<file path="src/rtl/rv32i_types.sv">
// Shared types for the memory arbiter: FSM state and the latched memory request.
package rv32i_types;

  typedef enum logic [1:0] {
    IDLE,
    BUSY_I,
    BUSY_D
  } arb_state_t;

  typedef struct packed {
    logic [31:0] addr;
    logic [3:0]  rmask;
    logic [3:0]  wmask;
    logic [31:0] wdata;
  } mem_req_t;

endpackage

</file>
<file path="src/rtl/mem_arbiter.sv">
// Arbitrates one single-ported memory between the fetch (imem) and data (dmem) ports.
// Data has priority, bounded by a streak counter so fetch always makes progress.
module mem_arbiter
  import rv32i_types::*;
#(
  parameter int unsigned MAX_DSTREAK = 4
) (
  input  logic        clk,
  input  logic        rst,
  input  logic [31:0] imem_addr,
  input  logic [3:0]  imem_rmask,
  output logic [31:0] imem_rdata,
  output logic        imem_resp,
  input  logic [31:0] dmem_addr,
  input  logic [3:0]  dmem_rmask,
  input  logic [3:0]  dmem_wmask,
  input  logic [31:0] dmem_wdata,
  output logic [31:0] dmem_rdata,
  output logic        dmem_resp,
  output logic [31:0] mem_addr,
  output logic [3:0]  mem_rmask,
  output logic [3:0]  mem_wmask,
  output logic [31:0] mem_wdata,
  input  logic [31:0] mem_rdata,
  input  logic        mem_resp,
  output logic [31:0] dstreak_stall
);

  localparam logic [3:0] MaxStreak = 4'(MAX_DSTREAK);

  arb_state_t  state_q;
  mem_req_t    req_q;
  logic [3:0]  streak_q;
  logic [31:0] stall_q;
  logic        withdrawn_q;

  logic     imem_req, dmem_req, imem_waiting;
  logic     grant_i, grant_d, done;
  mem_req_t ireq, dreq;

  assign imem_req = |imem_rmask;
  assign dmem_req = (|dmem_rmask) || (|dmem_wmask);
  // In its own resp cycle the fetch mask is stale, so imem is not counted as waiting.
  assign imem_waiting = imem_req && (state_q != BUSY_I);
  assign done = mem_resp && (state_q != IDLE);

  always_comb begin
    ireq = '{addr: imem_addr, rmask: imem_rmask, wmask: 4'h0, wdata: 32'h0};
    dreq = '{addr: dmem_addr, rmask: dmem_rmask, wmask: dmem_wmask, wdata: dmem_wdata};
  end

  always_comb begin
    grant_i = 1'b0;
    grant_d = 1'b0;
    unique case (state_q)
      IDLE: begin
        if (dmem_req && (!imem_req || (streak_q < MaxStreak))) begin
          grant_d = 1'b1;
        end else if (imem_req) begin
          grant_i = 1'b1;
        end
      end
      BUSY_I:  grant_d = mem_resp && dmem_req;
      BUSY_D:  grant_i = mem_resp && imem_req;
      default: ;
    endcase
  end

  always_ff @(posedge clk or negedge rst) begin
    if (!rst) begin
      state_q     <= IDLE;
      req_q       <= '0;
      streak_q    <= 4'h0;
      stall_q     <= 32'h0;
      withdrawn_q <= 1'b0;
    end else begin
      if ((state_q == BUSY_D) && imem_req) begin
        stall_q <= stall_q + 32'd1;
      end
      if (grant_d) begin
        state_q     <= BUSY_D;
        req_q       <= dreq;
        withdrawn_q <= 1'b0;
        if (!imem_waiting) begin
          streak_q <= 4'h0;
        end else if (streak_q < MaxStreak) begin
          streak_q <= streak_q + 4'd1;
        end
      end else if (grant_i) begin
        state_q     <= BUSY_I;
        req_q       <= ireq;
        withdrawn_q <= 1'b0;
        streak_q    <= 4'h0;
      end else if (done) begin
        state_q     <= IDLE;
        req_q.rmask <= 4'h0;
        req_q.wmask <= 4'h0;
      end else if (((state_q == BUSY_I) && !imem_req) || ((state_q == BUSY_D) && !dmem_req)) begin
        // Requester flushed its access; the memory op still finishes but is not reported.
        withdrawn_q <= 1'b1;
      end
    end
  end

  always_comb begin
    imem_resp  = (state_q == BUSY_I) && mem_resp && imem_req && !withdrawn_q;
    dmem_resp  = (state_q == BUSY_D) && mem_resp && dmem_req && !withdrawn_q;
    imem_rdata = imem_resp ? mem_rdata : 32'h0;
    dmem_rdata = dmem_resp ? mem_rdata : 32'h0;
  end

  assign mem_addr      = req_q.addr;
  assign mem_rmask     = req_q.rmask;
  assign mem_wmask     = req_q.wmask;
  assign mem_wdata     = req_q.wdata;
  assign dstreak_stall = stall_q;

  // A data access is either a load or a store, never both.
  dmem_mask_excl: assert property (@(posedge clk) disable iff (!rst)
    !((|dmem_rmask) && (|dmem_wmask)));

endmodule

</file>
<file path="config.mk">
export PLATFORM = sky130hd
export DESIGN_NAME = mem_arbiter
export DESIGN_NICKNAME = d
export VERILOG_FILES = /design/src/rtl/rv32i_types.sv /design/src/rtl/mem_arbiter.sv
export SDC_FILE = /design/constraint.sdc
export NUM_CORES = 1
export LEC_CHECK = 0
export CELL_PAD_IN_SITES_DETAIL_PLACEMENT = 1
export CELL_PAD_IN_SITES_GLOBAL_PLACEMENT = 1
export CORE_ASPECT_RATIO = 1.75
export CORE_MARGIN = 5
export CORE_UTILIZATION = 30
export DETAILED_ROUTE_END_ITERATION = 10
export HOLD_SLACK_MARGIN = 0.02
export PLACE_DENSITY_LB_ADDON = 0.1
export REMOVE_ABC_BUFFERS = 1
export SKIP_CTS_REPAIR_TIMING = 1
export SLEW_MARGIN = 20
export SYNTH_ARGS = -nofsm -noshare
export SYNTH_HDL_FRONTEND = slang
export SYNTH_SLANG_ARGS = --single-unit
</file>
<file path="constraint.sdc">
create_clock -name clk -period 2.75 [get_ports clk]
set_input_delay 0.55 -clock clk [delete_from_list [all_inputs] [get_ports clk]]
set_output_delay 0.55 -clock clk [all_outputs]
set_load 0.03 [all_outputs]
</file>
# Yosys cells after proc, flatten, opt, wreduce, memory -nomap -nowiden
# Index checks and enable logic that the tools add are counted.
# Widths: inputs -> output; s select.
dict set report classes {
  order_cmp 1
  n_eq_ne 5
  n_mux 23
  n_reduce_logical 30
  add_sub_neg 2
}
# cell count
set ops {}
lappend ops {{$mux 32} 4}
lappend ops {{$mux 72} 1}
lappend ops {{$add 32x1->32 const B} 1}
lappend ops {{$mux 4} 4}
lappend ops {{$mux 8} 2}
lappend ops {{$logic_and 1x1->1} 14}
lappend ops {{$reduce_or 4->1} 3}
lappend ops {{$mux 1} 7}
lappend ops {{$mux 2} 3}
lappend ops {{$reduce_bool 3->1} 2}
lappend ops {{$add 4x1->4 const B} 1}
lappend ops {{$lt 4x3->1 const B} 1}
lappend ops {{$pmux 1 s2} 2}
lappend ops {{$reduce_and 2->1} 2}
lappend ops {{$reduce_bool 2->1} 2}
lappend ops {{$logic_not 1->1} 3}
lappend ops {{$logic_or 1x1->1} 3}
lappend ops {{$ne 3x2->1 const B} 1}
lappend ops {{$ne 3x3->1 const B} 1}
lappend ops {{$eq 2x1->1 const B} 1}
lappend ops {{$eq 2x2->1 const B} 1}
lappend ops {{$logic_not 2->1} 1}
lappend ops {{$ne 2x1->1 const B} 1}
dict set report totals {
  ff_bits 111
  elab_cells 69
  out_inout_bits 170
  input_bits 143
}

# Longest topological paths before layout
dict set report logic_depth {
  word_depth 9
  mapped_depth 9
  mapped_depth_nobuf 5
}

# Worst setup path before layout
# Ideal clock, no wire load.
dict set report synth_path {
  kind {input to output}
  startpoint {input port imem_rmask[0]}
  endpoint {output port imem_rdata[22]}
  setup_slack_ns 0.064
  stages 5
  t_required_ns 2.200
  path_buffers 2
  t_arrival_ns 2.136
  path_cell_list {nor4_1 > clkbuf_1 > nor4b_1 > clkbuf_1 > and2_1}
}
dict set report synth_via {
  elab_chain_cells 4
}
# element line_no
set synth_rtl {}
lappend synth_rtl {{start, declared} mem_arbiter.sv:11} ;# input logic [3:0] imem_rmask,
lappend synth_rtl {{$reduce_or 4->1} mem_arbiter.sv:41} ;# assign imem_req = |imem_rmask;
lappend synth_rtl {{$logic_and 1x1->1 (2 in series)} mem_arbiter.sv:106} ;# imem_resp = (state_q == BUSY_I) && mem_resp && imem_req && !withdrawn_q;
lappend synth_rtl {{named net imem_resp} mem_arbiter.sv:13} ;# output logic imem_resp,
lappend synth_rtl {{$mux 32} mem_arbiter.sv:108} ;# imem_rdata = imem_resp ? mem_rdata : 32'h0;
lappend synth_rtl {{end, declared} mem_arbiter.sv:12} ;# output logic [31:0] imem_rdata,
# The timed path passes the listed nets, and every way through them passes these cells.

# Worst setup path after layout
dict set report layout_path {
  startpoint {input port dmem_rmask[0]}
  endpoint {output port dmem_rdata[10]}
}
dict set report layout_via {
  elab_chain_cells 5
}
# element line_no
set layout_rtl {}
lappend layout_rtl {{start, declared} mem_arbiter.sv:15} ;# input logic [3:0] dmem_rmask,
lappend layout_rtl {{$reduce_or 4->1} mem_arbiter.sv:42} ;# assign dmem_req = (|dmem_rmask) || (|dmem_wmask);
lappend layout_rtl {{$logic_or 1x1->1} mem_arbiter.sv:42}
lappend layout_rtl {{$logic_and 1x1->1 (2 in series)} mem_arbiter.sv:107} ;# dmem_resp = (state_q == BUSY_D) && mem_resp && dmem_req && !withdrawn_q;
lappend layout_rtl {{$mux 32} mem_arbiter.sv:109} ;# dmem_rdata = dmem_resp ? mem_rdata : 32'h0;
lappend layout_rtl {{end, declared} mem_arbiter.sv:18} ;# output logic [31:0] dmem_rdata,
# No other way between the ends.

==> impl_metrics.csv <==
group,metric,value,unit
outcome,status,"complete, no violations",
setup_path,end_kind,"output port",
setup_path,crit_fanout,8,
power,power_switching,4.10,mW
synth,synth_top_family_by_area,"simple AND/OR/NAND/NOR gates",
clock_tree,h-tree-depth,3,
routing,route.vias.total,5088,
final_layout,stdcell_count,1022,
floorplanning,rows,64,
final_layout,regArea,2780,sq um
clock_tree,clock_latency,0.35,ns
synth,synth-simple-area-share,0.211,
setup_path,cp-start-kind,"input port",
routing,drt_iter0_markers,132,
synth,ys_ff_latch,111,
placement,globalplace.congestion,0.833,
power,combinationalPowerShare,0.572,
setup_path,critPathBufInv,3,
floorplanning,ios,313,
floorplanning,die-area,20600,sq um
power,power_frac_seq,0.276,
timing,fin_crit_sh,0.987,
floorplanning,core_area,17500,sq um
synth,synth_top_cell_by_area,"dfrtp_1",
clock_tree,cts_root_buffer,"clkbuf_16",
power,ir_drop,0.537,mV
final_layout,drive_gt1_frac,0.155,
final_layout,area_growth,71.5,%
timing,worst_pin_slew,0.459,ns
synth,syn_area,5310,sq um
setup_path,cp_slowest_cell,"or4_4",
synth,synth-adder-area-share,0.00471,
final_layout,most-common-layout-cells,"238 x clkdlybuf4s50_1, 111 x dfrtp_1, 68 x buf_4",
clock_tree,cts_buffers,9,
placement,dp_cells,1001,
floorplanning,die_h,186,microns
global_route,grt_usage,0.200,
final_layout,fill_cells,1939,
routing,wl,21700,microns
routing,post_drt_wl_per_cell,21.2,microns
synth,synth_area_leaders,"dfrtp_1 52%, and2_1 7.9%, a221o_1 6.0%, a22o_1 5.6%, and3_1 4.1%",
synth,syn_area_per_cell,11.2,sq um
placement,dpl_cell_area,8630,sq um
timing,setup_viol,0,
timing,setup_ws,0.0366,ns
synth,synth_compound_area_frac,0.155,
floorplanning,die_x,111,microns
final_layout,nets,929,
synth,synth_cell_type_count,41,
clock_tree,clk_pin_slew,0.08,ns
setup_path,arrival,2.16,ns
run,max_cap_violations,0,
clock_tree,clk_path_buf_depth,2,
timing,final-hold-violation-count,0,
global_route,grt_max_degree,55,
routing,postRouteAntennaNets,0,
synth,synth_xor_area_frac,0.0512,
synth,syn_inst,474,
setup_path,cpPeakStageDelay,0.46,ns
clock_tree,cts.sinks,111,
final_layout,layout_commonest_cell,"clkdlybuf4s50_1",
timing,slew_headroom,0.692,
power,power.density,1040,nW/um^2
routing,drc,0,
placement,port_buffers,312,
synth,synth_warnings,0,
clock_tree,cts_tree,"built",
synth,ys.flop_type,"dfrtp_1",
timing,fin_hold_ws,0.125,ns
final_layout,multi_input_area,2300,sq um
global_route,grt_pass1_wl,32500,microns
synth,synth.yosys.seq_area_share,0.523,
setup_path,required,2.20,ns
synth,postSynth.asyncResetShare,1.00,
global_route,antenna_found_initial,2,
floorplanning,start_util,0.304,
final_layout,design_area,9100,sq um
global_route,overflow,0,
placement,pre_cts_slack,-0.101,ns
setup_path,worstSetupPathType,"input port to output port",
setup_path,cp_top_family,"simple AND/OR/NAND/NOR gates",
global_route,first_global_vias,5810,
placement,dp_hpwl,16600,microns
timing,period_needed,2.71,ns
routing,drt_first_pass_iters,4,
synth,yosysTopAreaCellShare,0.523,
power,switching_share,0.433,
power,power.internal,5.37,mW
worst_hold_path,hp-class,"input port to asynchronous set/reset pin",
power,p_leak,4.16,nW
synth,synthMuxAreaShare,0.00212,
timing,clock.fmax,369,MHz
timing,finClkSkew,0.0143,ns
setup_path,path_cells,"clkdlybuf4s50_1 > or4_4 > nor2_4 > nor3_4 > clkbuf_16 > and2_1 > buf_4",
timing,fin_setup_tns,0,ns
power,clockPowerShare,0.152,
routing,routed_via_density,4.98,
synth,synth_edf_count,0,
timing,slew_viol_final,0,
-- Yosys cell counts, types with 10 or more instances --
| cell type | instances |
|---|---|
| a221o_1 | 32 |
| a22o_1 | 34 |
| and2_1 | 67 |
| and3_1 | 35 |
| buf_6 | 10 |
| clkbuf_1 | 19 |
| dfrtp_1 | 111 |
| inv_1 | 14 |
| nand2_1 | 11 |
| nand3_1 | 18 |
| nor3_1 | 15 |
| xnor2_1 | 16 |
| xor2_1 | 15 |
-- stage by stage --
| step | power [mW] | util |
|---|---|---|
| after floorplan | 5.39 | - |
| after global placement | 7.84 | 0.495 |
| after detailed placement | 7.98 | 0.495 |
| after CTS | 9.48 | 0.513 |
| after global routing | 9.96 | 0.522 |
| final | 9.48 | 0.522 |
-- logic make-up (layout without fill, tap and decap cells) --
kind of cell / after synthesis / in the layout
buf+inv: 51 / 366
fa+ha+maj: 2 / 2
compound gates: 90 / 90
mux: 1 / 1
simple gates: 188 / 188
xor+xnor: 31 / 31
other cells: 0 / 2
flops: 111 / 111
-- state kept, by name, indices dropped and copies added, names as in the netlist --
register	flops
withdrawn_q	1
mem_addr	32
state_q	2
mem_wdata	32
dstreak_stall	32
streak_q	4
mem_rmask	4
mem_wmask	4
-- layer usage --
metal,up-vias,GRT usage,routed length (microns)
li1,2349,-,-
met4,0,0.0597,510
met1,2532,0.212,7760
met3,25,0.0599,1330
met5,-,0,0
met2,182,0.379,12100
-- worst reg2reg max path: stages, from the launching register on --
cell	delay, ns
dfrtp_1	0.49
nand3b_1	0.23
buf_4	0.16
o211ai_1	0.15
buf_12	0.22
and3_1	0.20
a221o_1	0.27
-- cell type report --
| class | instances | area share |
|---|---|---|
| Antenna cell | 2 | 0.000550 |
| Clock buffer | 9 | 0.0247 |
| Clock inverter | 7 | 0.0110 |
| Inverter | 14 | 0.00577 |
| Multi-Input combinational cell | 312 | 0.253 |
| Sequential cell | 111 | 0.305 |
| Tap cell | 231 | 0.0317 |
| Timing Repair Buffer | 336 | 0.368 |
-- path summary, 6_finish.rpt --
path                                        start  depth (start not counted)  slack (ns)                end
worst max-delay path                dmem_rmask[0]                          7        0.04     dmem_rdata[10]
worst min-delay path                          rst                          1        0.12  dstreak_stall[24]
worst max register to register         state_q[0]                          6        0.90        mem_addr[0]
worst min register to register  dstreak_stall[29]                          1        0.49  dstreak_stall[29]
max in group asynchronous                     rst                          2        1.85      mem_wdata[16]
min in group clk                    dmem_wmask[1]                          3        0.49       mem_wmask[1]
-- power by group through the flow --
| stage | registers (mW) | clock network, mW | logic (mW) |
|---|---|---|---|
| 6_report | 2.62 | 1.44 | 5.42 |
| 5_1_grt | 2.69 | 1.55 | 5.72 |
| 4_1_cts | 2.62 | 1.49 | 5.38 |
| 3_5_place_dp | 2.62 | 0 | 5.36 |
| 3_3_place_gp | 2.60 | 0 | 5.24 |
| 2_1_floorplan | 3.60 | 0 | 1.79 |
Power figures use the tool's default switching activity.
